$ cat src/rtl/reset_pulse_gen.sv
// Source side of a cross-domain reset handshake: holds rst_out high for at least
// MIN_CYCLES, waits for the far domain's synchronized reset to follow, and times out.
module reset_pulse_gen #(
   parameter int MIN_CYCLES  = 16,
   parameter int SYNC_STAGES = 2,
   parameter int TIMEOUT     = 1024
) (
   input  logic clk,
   input  logic arst,
   input  logic req,
   input  logic ack,
   output logic rst_out,
   output logic busy,
   output logic done,
   output logic err
);

   localparam int CW = $clog2(MIN_CYCLES) + 1;
   localparam int TW = $clog2(TIMEOUT) + 1;
   localparam logic [CW-1:0] CNT_LAST  = CW'(MIN_CYCLES - 1);
   localparam logic [TW-1:0] TCNT_LAST = TW'(TIMEOUT - 1);

   typedef enum logic [1:0] {
      IDLE    = 2'd0,
      ASSERT  = 2'd1,
      RELEASE = 2'd2
   } state_t;

   state_t          state;
   state_t          state_nxt;
   logic [CW-1:0]   cnt;
   logic [CW-1:0]   cnt_nxt;
   logic [TW-1:0]   tcnt;
   logic [TW-1:0]   tcnt_nxt;
   logic            done_nxt;
   logic            err_nxt;

   logic [SYNC_STAGES-1:0] ack_sync;
   logic                   ack_s;

   // Holding cnt at its last value keeps the exit compare true while waiting for ack_s.
   function automatic logic [CW-1:0] sat_inc(input logic [CW-1:0] val);
      if (val == CNT_LAST) begin
         return val;
      end
      return val + CW'(1);
   endfunction

   // Ack synchronizer presets high so a power-on sequence sees the far domain in reset.
   always_ff @(posedge clk or posedge arst) begin
      if (arst) begin
         ack_sync <= '1;
      end else begin
         ack_sync <= {ack_sync[SYNC_STAGES-2:0], ack};
      end
   end

   assign ack_s = ack_sync[SYNC_STAGES-1];

   always_comb begin
      state_nxt = state;
      cnt_nxt   = cnt;
      tcnt_nxt  = tcnt;
      done_nxt  = 1'b0;
      err_nxt   = err;
      case (state)
         IDLE: begin
            cnt_nxt  = '0;
            tcnt_nxt = '0;
            if (req) begin
               state_nxt = ASSERT;
               err_nxt   = 1'b0;
            end
         end
         ASSERT: begin
            cnt_nxt  = sat_inc(cnt);
            tcnt_nxt = tcnt + TW'(1);
            if ((cnt == CNT_LAST) && ack_s) begin
               state_nxt = RELEASE;
               cnt_nxt   = '0;
            end else if (tcnt == TCNT_LAST) begin
               state_nxt = IDLE;
               cnt_nxt   = '0;
               tcnt_nxt  = '0;
               err_nxt   = 1'b1;
            end
         end
         RELEASE: begin
            // tcnt keeps running so the timeout spans ASSERT and RELEASE together.
            tcnt_nxt = tcnt + TW'(1);
            if (!ack_s) begin
               state_nxt = IDLE;
               cnt_nxt   = '0;
               tcnt_nxt  = '0;
               done_nxt  = 1'b1;
            end else if (tcnt == TCNT_LAST) begin
               state_nxt = IDLE;
               cnt_nxt   = '0;
               tcnt_nxt  = '0;
               err_nxt   = 1'b1;
            end
         end
         default: begin
            state_nxt = IDLE;
            cnt_nxt   = '0;
            tcnt_nxt  = '0;
         end
      endcase
   end

   // Outputs are registered from the next state so rst_out is glitch-free at the far domain.
   always_ff @(posedge clk or posedge arst) begin
      if (arst) begin
         state   <= ASSERT;
         cnt     <= '0;
         tcnt    <= '0;
         rst_out <= 1'b1;
         busy    <= 1'b1;
         done    <= 1'b0;
         err     <= 1'b0;
      end else begin
         state   <= state_nxt;
         cnt     <= cnt_nxt;
         tcnt    <= tcnt_nxt;
         rst_out <= (state_nxt == ASSERT);
         busy    <= (state_nxt != IDLE);
         done    <= done_nxt;
         err     <= err_nxt;
      end
   end

endmodule
$ cat config.mk
export PLATFORM = sky130hd
export DESIGN_NAME = reset_pulse_gen
export DESIGN_NICKNAME = d
export VERILOG_FILES = /design/src/rtl/reset_pulse_gen.sv
export SDC_FILE = /design/constraint.sdc
export NUM_CORES = 1
export LEC_CHECK = 0
export ABC_AREA = 1
export BUFFER_PORTS_ARGS = -buffer_cell sky130_fd_sc_hd__buf_2
export CORE_ASPECT_RATIO = 1.4
export CORE_UTILIZATION = 35
export DETAILED_ROUTE_END_ITERATION = 12
export PLACE_DENSITY = 0.53
export SLEW_MARGIN = 20
export SYNTH_ARGS = -nofsm -noshare
export SYNTH_HDL_FRONTEND = slang
export SYNTH_SLANG_ARGS = --single-unit
export TNS_END_PERCENT = 5
$ cat constraint.sdc
create_clock -name clk -period 5.1 [get_ports clk]
set_input_delay 1.02 -clock clk [delete_from_list [all_inputs] [get_ports clk]]
set_output_delay 1.02 -clock clk [all_outputs]
set_load 0.01 [all_outputs]
# Word-level counts from Yosys, hierarchy flattened
# Index checks and enable logic that the tools add are counted.
[classes]
addsub = 2
n_eq_ne = 10
mux = 24
reduce_logical = 6
[ops]
columns = ["operator", "n"]
rows = [
  ["$mux W11", 3],
  ["$mux W5", 5],
  ["$pmux W11 S2", 1],
  ["$add A11 B1 Y11 const B", 1],
  ["$eq A11 B10 Y1 const B", 1],
  ["$pmux W5 S2", 1],
  ["$mux W1", 8],
  ["$mux W2", 4],
  ["$ne A2 B2 Y1 const B", 3],
  ["$pmux W2 S3", 1],
  ["$add A5 B1 Y5 const B", 1],
  ["$eq A5 B4 Y1 const B", 1],
  ["$ne A5 B5 Y1 const B", 1],
  ["$eq A2 B1 Y1 const B", 2],
  ["$reduce_and A4 Y1", 1],
  ["$ne A3 B3 Y1 const B", 1],
  ["$pmux W1 S3", 1],
  ["$reduce_bool A3 Y1", 1],
  ["$eq A2 B2 Y1 const B", 1],
  ["$logic_not A2 Y1", 1],
  ["$reduce_and A2 Y1", 1],
  ["$reduce_bool A2 Y1", 1],
  ["$logic_and A1 B1 Y1", 1],
]
[totals]
ff_bits = 24
output_inout_bits = 4
word_cells = 50

# Logic depth before layout (Yosys ltp)
# Gate-level depths: netlist of the first run.
[logic_depth]
depth_word = 7
depth_mapped = 12
mapped_depth_nobuf = 12

# Least setup slack after synthesis of the first run
# OpenSTA, ideal clock, no wires.
[synth_timing]
kind = "input -> register"
start = "input req"
end = "register busy"
arrival_time_ns = 1.579
path_slack_ns = 3.460
cell_stages = 6
n_path_buf = 0
cell_sequence = "or2_2 nand2_1 nand2_1 nand2_1 nand2_1 nand2_1"
[synth_via]
elab_chain_cells = 3
[synth_lines]
columns = ["item", "line", "rtl"]
rows = [
  ["start: declaration", "10", "input logic req,"],
  ["$mux W2", "70", "if (req) begin"],
  ["$pmux W2 S3", "66", "case (state)"],
  ["$reduce_bool A2 Y1", "126", "busy <= (state_nxt != IDLE);"],
  ["end signal: assignment", "126", ""],
  ["end: declaration", "13", "output logic busy,"],
]
# Every way passes these cells.
# A chain may end at the register's enable or synchronous reset.

# Worst setup path after layout of the first run
[layout_timing]
start = "register busy"
end = "output busy"
# No word-level cell between the ends.

==> impl_metrics.toml, run 1 <==
[run_status]
status = "finished clean"

[synth]
syn-num-nets = 157
post_synth_num_cell_types = 24
synth_seq_cells = 24
seq_area_frac_synth_pct = 47.1
warnings_synthesis = 0
syn-cell-area_um2 = 1290
syn_avg_cell_area_um2 = 8.82
synthesis.instances = 146

[floorplan]
number_of_cell_rows = 25
core_region_area_um2 = 3440
floorplan.die.width_um = 53.3
fp.dieArea_um2 = 3930
start_util_pct = 37.4
floorplan.die.height_um = 73.8
num_io_pins = 8

[clock_network]
post_cts.repair.setup_buffers = 0
cts_inserted_buffers = 3
ctsHtreeMaxLevel = 1
cts_root_buf = "clkbuf_8"
cts_buffer_depth = 2
ctsResizeCount = 0
clock_sink_count = 24
clk_pin_slew_ps = 80
tritoncts = "yes"
clock_latency_ps = 270
hold_buffers = 0

[sta]
clock-skew-final_ps = 2.04
rsz0062_at_grt = "false"
fmaxAchievable_ghz = 0.520
finalSetupTns_ps = 0
finalHoldViolations = 0
final.min_clock_period_ps = 1920
setup_ws_post_layout_ps = 3180
relSlewSlack_pct = 40.3
hold-worst-slack_ps = 361
timing.final.crit_share_pct = 37.7
timing_worst_slew_pin_value_ps = 895
timing.final.max_slew_violations = 0
finalSetupViolCount = 0

[setup_path]
cp_max_fo = 1
worst_ep_required_time_ps = 4080
rr_startpoint = "cnt[0]"
startpoint_class = "flip-flop"
slowest_delay_ps = 520
cp.arrival_ps = 900
crit_path_cell_trace = "buf_2"
cp_top_family = "flip-flops"
cp-end-kind = "primary output"
cp_num_buf_inv = 1
criticalPathCategory = "flip-flop to primary output"
cell_with_the_largest_stage_delay_on_the_worst_path = "dfstp_2"
crit_start = "busy"

[power]
cellInternalPower_mw = 0.353
total_switching_power_mw = 0.185
power_leakage_nw = 0.695
finalPower_mw = 0.538
combinational_share_of_power_pct = 29.3
seq_power_share_pct = 46.6
pwr_density_cell_nw_per_um2 = 377
clockPowerShare_pct = 24.2
switching_share_pct = 34.4
ir_worst_vdd_v = 0.000164

[cells_and_area]
num-nets-final = 169
most-common-layout-cells = "nand2_1, inv_1, dfrtp_1"
drive_above_1_share_pct = 21.7
area.growth.synth_to_final_pct = 10.9
final_core_utilization_pct = 41.5
antennaDiodeCount = 0
layout_commonest_cell = "nand2_1"

[placed_design]
half_perimeter_wire_length_after_placement_um = 1680
finalWeightedCongestion = 0.923
numPortBuffers = 7
preCtsSetupSlack_ps = 3220

[grt]
grt_pass1_vias = 940
grt_pass1_wl_um = 3900
grt_usage_pct = 13.9
gr-total-overflow = 0
grt_antenna_before_repair = 0
grt_start_max_net_pins = 25

[min_path]
timing.hold.worst.class = "flip-flop to flip-flop"
min_from = "ack_sync[0]"

[routing]
finalWirelength_um = 2210
dr.pass1.iters = 4
route.vias.total = 916
route.detailed.vias_per_inst = 4.65
routedWlPerCell_um = 11.2
antenna_violating_nets_post_route = 0
post-route-drc-count = 0
detailedRoute.firstIterationViolations = 24

[job]
timing.max_cap.violations = 0
## stage by stage
| step | cell area [um^2] | instances |
|---|---|---|
| after floorplan | 1290 | 146 |
| after global placement | 1370 | 193 |
| after detailed placement | 1370 | 193 |
| after CTS | 1430 | 197 |
| after global routing | 1430 | 197 |
| final | 1430 | 197 |
## sequential cells by signal, indices dropped and copies added, names as in the netlist
name / flops
ack_sync: 2
busy: 1
cnt: 5
done: 1
err: 1
rst_out: 1
state: 2
tcnt: 11
## worst reg2reg max path, cell delays in order (launching register included)
cell and delay, ps:
dfrtp_1 420, ha_1 230, nand2_1 90, nor2_1 40, ha_1 180, nand2_1 100
inv_1 100, nor2_1 160, nand2_1 80, nor2_1 180, inv_1 70, o22ai_1 110
## metal layers
| layer | wire [um] | GRT usage (%) |
|---|---|---|
| met5 | 0 | 0 |
| met2 | 1130 | 23.6 |
| met4 | 122 | 11.1 |
| met3 | 59 | 2.07 |
| met1 | 900 | 14.6 |
## kinds of logic after synthesis
logic type / Yosys count / share of synthesized area [%]
and+or+nand+nor: 70 / 26.2
buffers and inverters: 24 / 7.00
DFF: 24 / 47.1
AOI/OAI and AO/OA: 11 / 6.03
xor gates and xnor gates: 10 / 6.80
adders and majority gates: 7 / 6.80
## power by group through the flow
stage / registers [mW] / clock network, mW / logic [mW]
2_1_floorplan: 0.255 / 0 / 0.118
3_3_place_gp: 0.253 / 0 / 0.157
3_5_place_dp: 0.254 / 0 / 0.159
4_1_cts: 0.252 / 0.135 / 0.160
5_1_grt: 0.254 / 0.143 / 0.179
6_report: 0.251 / 0.130 / 0.158
## cell usage after synthesis
cell | number | area [um^2]
o21ai_1 | 2 | 10.0
nor2_1 | 12 | 45.0
xnor2_1 | 2 | 17.5
dfrtp_1 | 19 | 475
nand4_1 | 3 | 18.8
nor2_4 | 2 | 22.5
dfstp_2 | 5 | 131
a21o_1 | 1 | 7.51
nor3_1 | 1 | 5.00
inv_1 | 22 | 82.6
nand3_4 | 1 | 17.5
nand2_1 | 33 | 124
nand2_2 | 1 | 6.26
or2_2 | 1 | 6.26
o22ai_1 | 1 | 6.26
inv_2 | 2 | 7.51
nand3_1 | 6 | 30.0
ha_1 | 7 | 87.6
o211ai_1 | 1 | 7.51
o21ai_0 | 3 | 15.0
xor2_1 | 8 | 70.1
nor2_2 | 10 | 62.6
a21oi_1 | 2 | 10.0
o211ai_4 | 1 | 21.3
## area by class of cell
class | count | area [um^2]
Timing Repair Buffer | 7 | 35.0
Inverter | 24 | 90.1
Multi-Input combinational cell | 98 | 591
Sequential cell | 24 | 607
Tap cell | 40 | 50.0
Fill cell | 345 | 2010
Clock buffer | 4 | 55.1
## path summary, 6_finish.rpt
kind                               endpoint  slack, ps  depth (start not counted)
min in group asynchronous           tcnt[9]        930                          2
worst min-delay path            ack_sync[1]        360                          0
worst min register to register  ack_sync[1]        360                          0
max in group asynchronous            cnt[3]       3620                          2
worst max-delay path                   busy       3180                          1
worst max register to register       cnt[4]       3270                         11
Power figures use the tool's default switching activity.
==> run 2: changes to the inputs <==
Settings changed: ABC_AREA 1 to 0, PLACE_DENSITY 0.53 to 0.55.
Clock period 5.1 ns to 1.7 ns, I/O delays scaled along.
==> run 2 against run 1 <==
Compared with the run above:
- first-iteration DRC count decreased by 54%
- final cell count down 4.6%
- critical path depth increased by 7
- via count up 4.9%
- worst hold slack got worse by 260 ps
- flip-flop and latch count unchanged
- the run now ends with negative setup slack left
==> impl_metrics.toml, run 2 <==
[clock_network]
cts_buffer_depth = 2
ctsHtreeMaxLevel = 1
cts_inserted_buffers = 3
clock_sink_count = 24
clk_pin_slew_ps = 80
cts_root_buf = "clkbuf_8"
tritoncts = "yes"
clock_latency_ps = 270
hold_buffers = 0

[power]
clockPowerShare_pct = 18.8
total_switching_power_mw = 0.591
power_leakage_nw = 0.722
ir_worst_vdd_v = 0.000581
switching_share_pct = 32.3
seq_power_share_pct = 40.9
combinational_share_of_power_pct = 40.3
pwr_density_cell_nw_per_um2 = 1170
cellInternalPower_mw = 1.24
finalPower_mw = 1.83

[sta]
finalSetupViolCount = 10
relSlewSlack_pct = 73.7
fmaxAchievable_ghz = 0.580
timing.final.max_slew_violations = 0
timing.final.crit_share_pct = 101
clock-skew-final_ps = 5.42
finalSetupTns_ps = -169
rsz0062_at_grt = "true"
setup_ws_post_layout_ps = -24.8
timing_worst_slew_pin_value_ps = 392
finalHoldViolations = 0
final.min_clock_period_ps = 1720

[grt]
grt_start_max_net_pins = 25
grt_pass1_vias = 957
gr-total-overflow = 0
grt_usage_pct = 15.0
grt_pass1_wl_um = 4220
grt_antenna_before_repair = 0

[floorplan]
core_region_area_um2 = 3410
start_util_pct = 36.9
floorplan.die.width_um = 52.7
fp.dieArea_um2 = 3840
floorplan.die.height_um = 72.9
num_io_pins = 8
number_of_cell_rows = 25

[synth]
yosys.cell_count.top_type = "dfrtp_1"
yosys.area_share.xor_xnor_pct = 7.66
post-synth-top-area-fraction_pct = 37.8
warnings_synthesis = 0
synthMuxAreaShare_pct = 0.796
count_of_flip_flops_with_a_built_in_enable_after_synthesis = 0
synth_top_cells_by_count = "dfrtp_1, nor2_1, inv_1, nand2_1, xor2_1"
synth_fa_ha_area_share_pct = 6.97
yosys-top-cells-area = "dfrtp_1, dfstp_2, ha_1, xor2_1, nor2_1"
synth_seq_cells = 24
most_used_flip_flop_cell_after_synthesis = "dfrtp_1"
post_synth_and_or_nand_nor_area_fraction_pct = 23.1
syn_avg_cell_area_um2 = 10.1
syn-num-nets = 136
syn-cell-area_um2 = 1260
synth_top_family_by_area = "simple AND/OR/NAND/NOR gates"
post_synth_num_cell_types = 32
synthesis.instances = 125
post-synth-top-area-cell = "dfrtp_1"
seq_area_frac_synth_pct = 48.3
synthesized_area_fraction_occupied_by_ao_oa_aoi_and_oai_cells_pct = 10.2
synth_async_sr_flop_share_pct = 100

[cells_and_area]
largest_register_ffs = 11
drive_above_1_share_pct = 29.7
num-nets-final = 160
antennaDiodeCount = 0
biggestRegsByFlops = "tcnt: 11 flops, cnt: 5 flops"
fillerInstances = 327
design_area_um2 = 1570
area.growth.synth_to_final_pct = 24.9
registers.top_by_ff_count = "tcnt"
layout_commonest_cell = "dfrtp_1"
most-common-layout-cells = "dfrtp_1, nor2_1, buf_4"
multi_input_comb_area_um2 = 693
sequential_cell_area_um2 = 607
stdcell_count = 188

[routing]
dr.pass1.iters = 4
detailedRoute.firstIterationViolations = 11
routedWlPerCell_um = 12.6
route.detailed.vias_per_inst = 5.11
route.vias.total = 961
antenna_violating_nets_post_route = 0
post-route-drc-count = 0
finalWirelength_um = 2360

[setup_path]
cp.arrival_ps = 1880
critPathCapture = "tcnt[3]"
rr_startpoint = "cnt[1]"
startpoint_class = "flip-flop"
r2r_end = "tcnt[3]"
cp_num_cells = 8
cp-end-kind = "flip-flop"
crit_path_cell_trace = "ha_2 > and3_4 > ha_4 > a21oi_2 > nor4b_4 > o32a_1 > buf_12 > nor2_1"
cp_top_family = "simple AND/OR/NAND/NOR gates"
criticalPathCategory = "flip-flop to flip-flop"
cp_num_buf_inv = 1
register_to_register_path_depth = 8
worst_ep_required_time_ps = 1860
reg2reg_setup_slack_ps = -20
cell_with_the_largest_stage_delay_on_the_worst_path = "dfrtp_1"
crit_start = "cnt[1]"
slowest_delay_ps = 400
cp_max_fo = 10

[run_status]
failing_checks = "negative setup slack"
status = "finished, violations left"

[placed_design]
numPortBuffers = 7
half_perimeter_wire_length_after_placement_um = 1760
post-place-cells = 184
placedInstanceArea_um2 = 1460
finalWeightedCongestion = 0.783

[job]
timing.max_cap.violations = 0

[min_path]
timing.hold.worst.class = "input pin to asynchronous set/reset pin"
-- run 2: cell types whose count changed after synthesis, moves of 3 or more --
cell,change
and3_1,+5
nor2_1,+5
nor3_1,+3
a21oi_1,+3
and2_1,+5
nor2_2,-10
nand2_1,-25
a22oi_1,+3
inv_1,-14
-- run 2: cell families after synthesis --
group / Yosys count
flops: 24
compound gates: 18
simple gates: 55
mux: 1
buf+inv: 9
xor+xnor: 11
fa+ha+maj: 7
-- run 2: worst min-delay path: stages --
cell	delay [ps]
buf_2	100
inv_1	40
buf_4	290
-- run 2: repair_timing --
| item | 4_1_cts | 5_1_grt |
|---|---|---|
| pin swaps | 3 | 2 |
| setup buffers | 0 | 0 |
| setup endpoints to repair | 14 | 21 |
| resized for setup | 11 | 4 |
-- run 2: how the worst min path moves through the flow --
stage	from	to	slack [ps]	depth (start not counted)
floorplan	ack	ack_sync[0]	340	0
global route	arst	tcnt[10]	140	3
detailed placement	ack_sync[0]	ack_sync[1]	350	0
CTS	arst	tcnt[4]	120	3
finish	arst	tcnt[4]	110	3
global placement	ack_sync[0]	ack_sync[1]	350	0
-- run 2: metal layers --
layer	GRT usage, %	routed length [um]	vias up
li1	-	-	477
met1	19.3	1070	469
met2	24.5	1190	10
met3	1.88	49	5
met4	7.02	50	0
met5	0	0	-
-- run 2: power groups by stage --
stage               sequential [mW]  combinational, mW  clock, mW
finish                        0.749              0.739      0.344
global route                  0.761              0.831      0.380
CTS                           0.748              0.734      0.360
detailed placement            0.756              0.694          0
global placement              0.751              0.670          0
floorplan                     0.775              0.379          0
-- run 2: area by class of cell --
type,count,share of cell area (%)
timing repair buffer,20,9.24
inverter,8,1.91
clock buffer,4,2.87
sequential,24,38.6
tap,40,3.19
multi-input combinational,92,44.1
-- run 2: metrics by stage --
step	hold slack (ps)	utilization, %	setup slack, ps
detailed placement	348	42.7	-160
global route	140	46.1	-148
finish	105	46.1	-24.8
CTS	121	45.6	-49.4
global placement	346	42.7	-91.6
floorplan	344	-	-22.0
==> run 3: changes to the inputs <==
Settings changed: PLACE_DENSITY 0.55 to 0.53.
Clock period 1.7 ns to 2.2 ns, I/O delays scaled along.
==> run 3 against run 2 <==
Compared with the run above:
- the flow now finishes without violations
- worst hold slack better by 95 ps
- fmax down 11%
- sequential power is 21% lower
- via count shrank 6.3%
- design area is 11% lower
- critical endpoint is now rst_out
- combinational power down 49%
- first-iteration DRC count up 45%
- total power shrank 33%
- flip-flop and latch count stayed put
- global-route usage decreased by 1.5 points
==> impl_metrics.toml, run 3 (synthesis gave the netlist of run 2 again) <==
[floorplan]
floorplan.die.width_um = 52.7
core_region_area_um2 = 3410
number_of_cell_rows = 25
fp.dieArea_um2 = 3840
num_io_pins = 8
start_util_pct = 36.9
floorplan.die.height_um = 72.9

[grt]
grt_pass1_vias = 870
gr-total-overflow = 0
grt_start_max_net_pins = 25
globalRouteMet3Util_pct = 2.50
grt_antenna_before_repair = 0
gr-usage-met2_pct = 22.5
grtUsageMet1_pct = 16.5
grt_usage_pct = 13.5
grt_pass1_wl_um = 3780
globalRoute.busiestLayer = "met2"

[cells_and_area]
design_area_um2 = 1400
stdcell_count = 177
biggestRegsByFlops = "tcnt: 11 flops, cnt: 5 flops"
most-common-layout-cells = "dfrtp_1, nor2_1, nand2_1, inv_1, xor2_1"
num-nets-final = 149
area.growth.synth_to_final_pct = 11.0
drive_above_1_share_pct = 16.1
layout_commonest_cell = "dfrtp_1"
largest_register_ffs = 11
antennaDiodeCount = 0
registers.top_by_ff_count = "tcnt"

[job]
timing.max_cap.violations = 0

[clock_network]
cts_buffer_depth = 2
clock_sink_count = 24
ctsHtreeMaxLevel = 1
clock_latency_ps = 260
cts_inserted_buffers = 3
post_cts.repair.setup_buffers = 0
clk_pin_slew_ps = 80
hold_buffers = 0
cts_root_buf = "clkbuf_8"
tritoncts = "yes"

[sta]
fmaxAchievable_ghz = 0.519
finalHoldViolations = 0
hold-worst-slack_ps = 200
rsz0062_at_grt = "false"
clock-skew-final_ps = 7.88
timing.final.max_slew_violations = 0
final.min_clock_period_ps = 1930
finalSetupViolCount = 0
finalSetupTns_ps = 0
relSlewSlack_pct = 72.3
timing_worst_slew_pin_value_ps = 412
timing.final.crit_share_pct = 87.6

[placed_design]
placedInstanceArea_um2 = 1350
numPortBuffers = 7
half_perimeter_wire_length_after_placement_um = 1630
post-place-cells = 173
finalWeightedCongestion = 0.765

[setup_path]
cp_max_fo = 5
startpoint_class = "flip-flop"
worst_ep_required_time_ps = 2370
criticalPathCategory = "flip-flop to flip-flop"
crit_top_cell = "ha_1"
cp.arrival_ps = 2100
slowest_delay_ps = 410
cp_top_family = "compound AO/OA/AOI/OAI gates"
cp-end-kind = "flip-flop"
cp_num_buf_inv = 0
cell_with_the_largest_stage_delay_on_the_worst_path = "dfrtp_1"
crit_path_cell_trace = "ha_1 > and3_1 > ha_1 > and2_1 > o21ai_1 > a31oi_4 > a211oi_1"

[routing]
routedWlPerCell_um = 12.2
route.vias.total = 900
finalWirelength_um = 2160
detailedRoute.firstIterationViolations = 16
dr.pass1.iters = 4
antenna_violating_nets_post_route = 0
route.detailed.vias_per_inst = 5.08
post-route-drc-count = 0

[power]
finalPower_mw = 1.22
ir_worst_vdd_v = 0.000467
pwr_density_cell_nw_per_um2 = 876
power_leakage_nw = 0.645

[min_path]
timing.hold.worst.class = "input pin to asynchronous set/reset pin"

[run_status]
status = "finished clean"
==> run 3: cell count changes in the layout (fill, tap and decap cells not counted), moves of 2 or more <==
cell | previous run | this run
o21ai_0 | 0 | 2
ha_2 | 2 | 0
ha_1 | 4 | 7
buf_4 | 12 | 2
==> run 3: per-stage QoR <==
stage          util (%)  setup WS [ps]
5_1_grt            41.0            116
2_1_floorplan         -            429
3_3_place_gp       39.6            209
4_1_cts            40.9            169
6_report           41.0            273
3_5_place_dp       39.6            185
==> run 3: repair_timing <==
| action | CTS | global route |
|---|---|---|
| resized for setup | 0 | 1 |
| setup endpoints to repair | 0 | 6 |
| endpoints found under the hold margin | 0 | 0 |
==> run 3: final timing paths <==
kind / to / slack (ps) / cells after the start / startpoint
worst min-delay path: tcnt[2] / 200 / 3 / arst
max in group asynchronous: state[0] / 1700 / 3 / arst
worst max register to register: rst_out / 270 / 7 / cnt[0]
worst min register to register: ack_sync[1] / 360 / 0 / ack_sync[0]
min in group clk: ack_sync[0] / 270 / 1 / ack
worst max-delay path: rst_out / 270 / 7 / cnt[0]
==> run 3: where the power goes <==
group	leakage, nW	internal (mW)	switching (mW)
clock network	0.0228	0.129	0.131
registers	0.314	0.535	0.0528
logic	0.308	0.152	0.223
==> run 3: tightest hold or removal path, delay by kind of cell <==
family,cells,cell delay (ps)
buffers and inverters,3,420
==> run 3: final cells by class <==
type / count / area, um^2
multi-input cells: 92 / 614
clock buffers: 4 / 45.0
flip-flops and latches: 24 / 607
inverters: 8 / 30.0
well taps: 40 / 50.0
fillers: 338 / 2010
repair buffers: 9 / 50.0
==> run 3: metal layers <==
metal	wire (um)	share of wire (%)	up-vias
met5	0	0	-
met4	36	1.7	0
met3	41	1.9	4
met2	1070	49	9
met1	1010	47	428
li1	-	-	459
